[src/rtl/pipe_stage_reg_pkg.sv]
// Shared pipeline definitions: stall-vector layout, NOP payload constants
// and the enums used by the pipeline stage register.
package pipe_stage_reg_pkg;

   localparam int STALL_W = 6;

   localparam int STALL_PC  = 0;
   localparam int STALL_IF  = 1;
   localparam int STALL_ID  = 2;
   localparam int STALL_EX  = 3;
   localparam int STALL_MEM = 4;
   localparam int STALL_WB  = 5;

   localparam logic [7:0]  EX_NOP_OP  = 8'h00;
   localparam logic [2:0]  EX_RES_NOP = 3'b000;
   localparam logic [31:0] ZeroWord   = 32'h0000_0000;
   localparam logic [4:0]  NOPRegAddr = 5'b00000;

   typedef enum logic {
      ST_EMPTY = 1'b0,
      ST_FULL  = 1'b1
   } stage_state_t;

   typedef enum logic [1:0] {
      ACT_FLUSH  = 2'd0,
      ACT_BUBBLE = 2'd1,
      ACT_LOAD   = 2'd2,
      ACT_HOLD   = 2'd3
   } stage_act_t;

endpackage

[src/rtl/pipe_stage_reg_sat_counter.sv]
// Saturating up-counter with synchronous reset and clear; holds at all-ones.
module sat_counter #(
   parameter int W = 16
) (
   input  logic         clk,
   input  logic         rst,
   input  logic         inc,
   input  logic         clr,
   output logic [W-1:0] count
);

   always_ff @(posedge clk) begin
      if (rst || clr) begin
         count <= '0;
      end else if (inc && (count != '1)) begin
         count <= count + W'(1);
      end
   end

endmodule

[src/rtl/pipe_stage_reg.sv]
// One inter-stage pipeline register with flush/bubble/load/hold control,
// plus bubble, flush and stuck-hold statistics.
module pipe_stage_reg
   import pipe_stage_reg_pkg::*;
#(
   parameter int                DATA_W     = 140,
   parameter int                STAGE      = 2,
   parameter logic [DATA_W-1:0] NOP_VALUE  = '0,
   parameter int                CNT_W      = 16,
   parameter int                HOLD_LIMIT = 255
) (
   input  logic               clk,
   input  logic               rst,
   input  logic [STALL_W-1:0] stall,
   input  logic               flush,
   input  logic               in_valid,
   input  logic [DATA_W-1:0]  in_data,
   output logic               out_valid,
   output logic [DATA_W-1:0]  out_data,
   output logic               stuck,
   output logic [CNT_W-1:0]   bubble_cnt,
   output logic [CNT_W-1:0]   flush_cnt,
   output logic [7:0]         hold_cnt
);

   // A limit outside the 8-bit hold counter range can never be reached.
   localparam bit         STUCK_EN = (HOLD_LIMIT >= 1) && (HOLD_LIMIT <= 255);
   localparam logic [7:0] STUCK_AT = 8'(HOLD_LIMIT - 1);

   stage_act_t        act;
   stage_state_t      state_q, state_d;
   logic [DATA_W-1:0] data_p1;
   logic              bubble_inc, flush_inc, hold_inc, hold_clr;
   logic              stall_unused;

   assign stall_unused = ^stall;

   always_comb begin
      act = ACT_HOLD;
      if (flush) begin
         act = ACT_FLUSH;
      end else if (!stall[STAGE]) begin
         act = ACT_LOAD;
      end else if (!stall[STAGE+1]) begin
         act = ACT_BUBBLE;
      end
   end

   always_comb begin
      state_d = state_q;
      unique case (act)
         ACT_FLUSH, ACT_BUBBLE: state_d = ST_EMPTY;
         ACT_LOAD:              state_d = in_valid ? ST_FULL : ST_EMPTY;
         ACT_HOLD:              state_d = state_q;
         default:               state_d = state_q;
      endcase
   end

   always_ff @(posedge clk) begin
      if (rst) begin
         state_q <= ST_EMPTY;
      end else begin
         state_q <= state_d;
      end
   end

   // Stage boundary p0 -> p1: payload register
   always_ff @(posedge clk) begin
      if (rst) begin
         data_p1 <= NOP_VALUE;
      end else begin
         unique case (act)
            ACT_FLUSH, ACT_BUBBLE: data_p1 <= NOP_VALUE;
            ACT_LOAD:              data_p1 <= in_valid ? in_data : NOP_VALUE;
            ACT_HOLD:              data_p1 <= data_p1;
            default:               data_p1 <= data_p1;
         endcase
      end
   end

   assign out_valid = (state_q == ST_FULL);
   assign out_data  = data_p1;

   assign bubble_inc = (act == ACT_BUBBLE);
   assign flush_inc  = (act == ACT_FLUSH) && (state_q == ST_FULL);
   assign hold_inc   = (act == ACT_HOLD) && (state_q == ST_FULL);
   assign hold_clr   = (act != ACT_HOLD);

   sat_counter #(.W(CNT_W)) u_bubble_cnt (
      .clk   (clk),
      .rst   (rst),
      .inc   (bubble_inc),
      .clr   (1'b0),
      .count (bubble_cnt)
   );

   sat_counter #(.W(CNT_W)) u_flush_cnt (
      .clk   (clk),
      .rst   (rst),
      .inc   (flush_inc),
      .clr   (1'b0),
      .count (flush_cnt)
   );

   sat_counter #(.W(8)) u_hold_cnt (
      .clk   (clk),
      .rst   (rst),
      .inc   (hold_inc),
      .clr   (hold_clr),
      .count (hold_cnt)
   );

   // Pulses only on the step into the limit, so a saturated run cannot re-fire.
   always_ff @(posedge clk) begin
      if (rst) begin
         stuck <= 1'b0;
      end else begin
         stuck <= STUCK_EN && hold_inc && (hold_cnt == STUCK_AT);
      end
   end

endmodule
[config.mk]
export PLATFORM = sky130hd
export DESIGN_NAME = pipe_stage_reg
export DESIGN_NICKNAME = d
export VERILOG_FILES = /design/src/rtl/pipe_stage_reg_pkg.sv /design/src/rtl/pipe_stage_reg_sat_counter.sv /design/src/rtl/pipe_stage_reg.sv
export SDC_FILE = /design/constraint.sdc
export NUM_CORES = 1
export LEC_CHECK = 0
export ABC_AREA = 0
export ABC_CLOCK_PERIOD_IN_PS = 1900
export CORE_MARGIN = 2
export CORE_UTILIZATION = 36
export CTS_CLUSTER_SIZE = 30
export DETAILED_ROUTE_END_ITERATION = 7
export GPL_TIMING_DRIVEN = 0
export PLACE_DENSITY_LB_ADDON = 0.2
export SLEW_MARGIN = 20
export SYNTH_ARGS = -nofsm -noshare
export SYNTH_HDL_FRONTEND = slang
export SYNTH_HIERARCHICAL = 1
export SYNTH_SLANG_ARGS = --single-unit
export TNS_END_PERCENT = 30
[constraint.sdc]
create_clock -name clk -period 1.9 [get_ports clk]
set_input_delay 0.475 -clock clk [delete_from_list [all_inputs] [get_ports clk]]
set_output_delay 0.475 -clock clk [all_outputs]
set_load 0.1 [all_outputs]
Word level (Yosys, flattened, before mapping)
Cells that the tools add are included.
- output and inout bits: 182
- memory bits (writable): 0
- memories: 0
- input bits: 150
- bits in latches: 0
- bits in read-only memories: 0
- register bits after elaboration: 182
- logic and storage cells: 33
- multiplexer cells: 7
- add/sub/neg operators: 3
- $mul: 0
- equal/unequal tests: 8
- shifts and indexed selects: 0
- divide/modulo/power cells: 0
- order comparisons: 0
- bitwise operators: 0
- reductions and logical operators: 9
- operators by type and width (kind ; count):
    $pmux W140 S2 ; 1
    $mux W140 ; 1
    $add A16 B1 Y16 const B ; 2
    $ne A16 B16 Y1 const B ; 2
    $add A8 B1 Y8 const B ; 1
    $eq A8 B8 Y1 const B ; 1
    $ne A8 B8 Y1 const B ; 1
    $logic_and A1 B1 Y1 ; 6
    $mux W2 ; 3
    $eq A2 B2 Y1 const B ; 2
    $eq A2 B1 Y1 const B ; 1
    $logic_not A2 Y1 ; 1
    $ne A2 B2 Y1 const B ; 1
    $pmux W1 S2 ; 1
    $reduce_or A2 Y1 ; 1
    $logic_or A1 B1 Y1 ; 1
    $mux W1 ; 1

Longest topological paths before layout
Gate-level depths: netlist of the first run.
- word-level depth: 6
- mapped depth: 6
- depth with buffers taken out: 6

Modules after synthesis
The synthesis of the first run kept the hierarchy.
- by module, submodules not included (module ; times used ; cells an instance ; sequential area each (um^2) ; area an instance (um^2)):
    pipe_stage_reg ; 1 ; 328 ; 2842.7 ; 4326.6
    sat_counter (u_bubble_cnt ...) ; 2 ; 95 ; 320.3 ; 847.1
    sat_counter (u_hold_cnt) ; 1 ; 48 ; 160.2 ; 421.7

Worst setup path after synthesis of the first run
Ideal clock, no wire load.
- path kind: reg2reg
- start: register u_bubble_cnt.count[0]
- end: register u_bubble_cnt.count[5]
- arrival: 2346 ps
- setup slack: -508 ps
- buffers on the path: 0
- clock period less this slack: 2408 ps
- data required time: 1838 ps
- library setup time: 62 ps
- cell stages (with the launch flop): 6
- path through: dfxtp_1 > ha_1 > nand3_1 > or4_4 > a31oi_1 > a41o_1
- word-level cells in the longest chain between the ends: 2
- elaborated cells between the ends (all ways): 3
- those cells by class: add/sub (1); eq/ne (1); reduce/logical (1)
- ends and longest elaborated chain (item ; line ; text):
    from (decl) ; pipe_stage_reg_sat_counter.sv:9 ; output logic [W-1:0] count
    from (signal assigned) ; pipe_stage_reg_sat_counter.sv:16 ; count <= count + W'(1);
    branches (longest 2 deep; another with $add A16 B1 Y16) ; - ;
Several ways; the timed one is not identified.
A chain may end at the register's enable or synchronous reset.

Final worst setup path of the first run
- start: input flush
- end: register u_bubble_cnt.count[6]
- word-level cells in the longest chain between the ends: 3
- ends and longest elaborated chain (item ; line ; text):
    from (decl) ; pipe_stage_reg.sv:15 ; input logic flush,
    $mux W2 ; pipe_stage_reg.sv:40 ; if (flush) begin
    $eq A2 B1 Y1 ; pipe_stage_reg.sv:84 ; assign bubble_inc = (act == ACT_BUBBLE);
    via bubble_inc ; pipe_stage_reg.sv:33 ; logic bubble_inc, flush_inc, hold_inc, hold_clr;
    $logic_and A1 B1 Y1 ; pipe_stage_reg_sat_counter.sv:15 ; end else if (inc && (count != '1)) begin
The timed path passes the listed nets, and every way through them passes these cells.

==> results of run 1 <==
-- layer usage --
layer | global-route usage | share of wire | routed length, um | up-vias
met5 | 0 | 0 | 0 | -
met2 | 0.324 | 0.48 | 9930 | 210
li1 | - | - | - | 2909
met1 | 0.258 | 0.42 | 8650 | 2745
met3 | 0.0611 | 0.075 | 1540 | 28
met4 | 0.0867 | 0.023 | 480 | 0
-- per-stage QoR --
| step | util | TNS, ns |
|---|---|---|
| 6_report | 0.625 | 0 |
| 5_1_grt | 0.625 | -0.0850 |
| 4_1_cts | 0.623 | 0 |
| 3_5_place_dp | 0.578 | -112.95 |
| 3_3_place_gp | 0.578 | -111.54 |
| 2_1_floorplan | - | -0.197 |
-- flip-flops by register name, indices dropped and copies added, names as in the netlist --
signal	count
out_data	140
stuck	1
out_valid	1
u_bubble_cnt/count	16
u_flush_cnt/count	16
u_hold_cnt/count	8
-- cell families (layout without fill, tap and decap cells) --
| group | after synthesis | after routing | synth area share |
|---|---|---|---|
| AND/OR/NAND/NOR | 124 | 124 | 0.127 |
| multiplexers | 4 | 4 | 0.00622 |
| buffers and inverters | 42 | 402 | 0.0295 |
| AO/OA/AOI/OAI | 204 | 204 | 0.258 |
| adder cells (fa/ha/maj) | 3 | 3 | 0.00583 |
| flip-flops | 182 | 182 | 0.566 |
| other | 1 | 5 | 0.000582 |
| XOR/XNOR | 6 | 6 | 0.00816 |
-- path summary, 6_finish.rpt --
kind	from	to	slack (ns)	cells past startpoint
max reg2reg	u_bubble_cnt/count[0]$_SDFFE_PP0P_	u_bubble_cnt/count[7]$_SDFFE_PP0P_	0.14	5
min	out_data[40]$_SDFFE_PP0P_	out_data[40]$_SDFFE_PP0P_	0.47	1
max	flush	u_bubble_cnt/count[6]$_SDFFE_PP0P_	0.04	7
min reg2reg	out_data[40]$_SDFFE_PP0P_	out_data[40]$_SDFFE_PP0P_	0.47	1
-- power groups by stage --
| stage | registers [uW] | logic (uW) | clock network [uW] |
|---|---|---|---|
| global placement | 3980 | 993 | 0 |
| floorplan | 4380 | 127 | 0 |
| detailed placement | 3980 | 997 | 0 |
| CTS | 3890 | 987 | 3480 |
| finish | 3890 | 989 | 3400 |
| global route | 3900 | 1030 | 3660 |
-- worst max-delay path, stage by stage --
cell and delay, ns:
dlygate4sd2_1 0.31, nor2b_1 0.18, nor2b_4 0.20, nand4_1 0.19, a41o_1 0.32, or3_1 0.36
a21oi_1 0.15
-- timing repair --
item	CTS	global route
setup endpoints to repair	348	142
buffers inserted	1	0
cloned	0	0
resized for setup	568	29
-- cell type report --
class | count | area share
Sequential cell | 182 | 0.340
Timing Repair Buffer | 328 | 0.317
Multi-Input combinational cell | 345 | 0.244
Clock buffer | 18 | 0.0403
Tap cell | 225 | 0.0259
Buffer | 38 | 0.0191
Clock inverter | 14 | 0.0120
Inverter | 4 | 0.00138
Antenna cell | 1 | 0.000230
-- cell usage in the layout (no fill, tap or decap), types with 3 or more instances in the layout --
cell             synthesis  layout
inv_1                    4       4
o31ai_1                  6       6
clkbuf_1                12      10
nor2_1                  15      15
o21ai_0                 11      11
a22o_1                 140     140
dfxtp_2                  0      29
conb_1                   1       4
clkbuf_2                 2       4
buf_4                    0       3
ha_1                     3       3
dfxtp_4                  0       6
clkdlybuf4s18_2          0       5
nand4_1                 12      12
dfxtp_1                182     147
a41o_1                   8       8
or4_1                    7       7
nand3_1                 13      13
xor2_1                   4       4
and2_1                   5       4
clkdlybuf4s15_2          0     168
clkbuf_4                 0      12
clkdlybuf4s50_1          0     142
nand2_1                 20      20
clkinvlp_4               0       4
clkbuf_16                0      17
a21oi_1                 24      24
inv_8                    0       5
a31oi_1                  6       6
inv_6                    0       3
buf_2                   24      19
or3_1                   12      12
and4_1                   9       9
mux2i_1                  4       4
==> metrics.md, run 1 <==
| Metric | Value |
|---|---|
| RSZ-0062 raised after global routing | true |
| Hold Vio Cnt, Final | 0 |
| Core ar. | 0.0174 sq mm |
| Post-route ant nets | 0 |
| Clk pin slew, worst setup/hold paths | 0.07 ns |
| Area Overhead vs Synth | 69.0% |
| Post-synth top area cell | dfxtp_1 |
| Tcrit/Tclk final | 0.978 |
| Cell count after placement | 1121 |
| Post-synth EDFFs | 0 |
| Share of cells above drive strength 1 | 0.325 |
| Max clock buf depth | 2 |
| Setup WS pre-CTS | -0.807 ns |
| Post-synth ARST share | 0 |
| Clk_lat worst skew | 0.41 ns |
| Clock period minus worst slack | 1.86 ns |
| Remaining DRCs | 0 |
| Multi-input gate area in the final layout | 0.00266 sq mm |
| Fin Hold WS | 0.474 ns |
| Die width | 138 um |
| Most common cell in the netlist | dfxtp_1 |
| GP Congestion | 0.775 |
| Seq/Total Area, Yosys | 0.566 |
| Main flop type after synthesis | dfxtp_1 |
| Post-DR vias/cell | 5.10 |
| Mapped Area | 0.00644 sq mm |
| Final std cells w/o fill | 1155 |
| Clock sinks | 182 |
| Worst Tran Pin Value | 0.621 ns |
| H-tree depth | 4 |
| FILL cells | 1457 |
| Die ar. | 0.0190 sq mm |
| Number of buffers created by CTS | 17 |
| Switch Pwr | 2240 uW |
| Final HPWL DP | 15500 um |
| Clk network pwr share | 0.411 |
| First-pass GRT wire length | 30100 um |
| Seq pwr share | 0.470 |
| DRT Wirelength | 20600 um |
| List of most frequent post-synthesis cells | dfxtp_1 (182), a22o_1 (140), a21oi_1 (24), buf_2 (24), nand2_1 (20) |
| Netlist cell types | 49 |
| Initial antenna violation count | 1 |
| Max Clock Freq | 538 MHz |
| CP max FO | 6 |
| Internal power | 6040 uW |
| Via count | 5892 |
| Slew margin rel. | 0.583 |
| Clock tree from TritonCTS | yes |
| Final Skew | 0.00927 ns |
| Peak VDD IR | 661 uV |
| Final setup fails | 0 |
| Critical Path RT | 2.23 ns |
| Input/output buffers | 327 |
| Die height | 138 um |
| Initial Util | 0.370 |
| Seq cells post-synth | 182 |
| PwrDens | 761 mW/mm^2 |
| Crit path kind | in2reg |
| Fin nets | 1069 |
| Num rows | 48 |
| Worst min path class | reg2reg |
| Setup crit start kind | input port |
| Overall power | 8280 uW |
| Switching Share | 0.271 |
| Synthesis Warnings | 6 |
| Synth top area share | 0.566 |
| Max cap viols | 0 |
| Drt wl/cell | 17.8 um |
| Crit path DAT | 2.19 ns |
| Slack of the critical path | 0.0420 ns |
| Vias in the first global route | 5450 |
| DRT iter0 DRCs | 203 |
| Avg Synthesized Cell Area | 11.4 sq um |
| Most area-consuming cells after synthesis | dfxtp_1 (57%), a22o_1 (19%), a21oi_1 (1.9%) |
| Crit. End Element | register |
| Max Transition Viols Final | 0 |
| Cts hold-fix bufs | 0 |
| Outcome | completed |
| GRT overflow | 0 |
| Largest net degree at the start of global routing | 19 |
| IO Pins | 332 |
| Sequential cell area | 0.00370 sq mm |
| Pleak | 0.00412 uW |
| Fin area | 0.0109 sq mm |
| Tot GR Track Use | 0.204 |
| Synth Instances | 566 |
| DP Area | 0.0101 sq mm |
| Root Buffer | clkbuf_16 |
| Gate power share | 0.119 |
| First-pass detailed-route iteration total | 4 |
Note: power is estimated with default switching activity, not from simulation.
==> run 2: changes to the inputs <==
TNS_END_PERCENT = 20   (was 30)
==> results of run 2 <==
The final DEF is identical to that of run 1; final timing and power are the same.
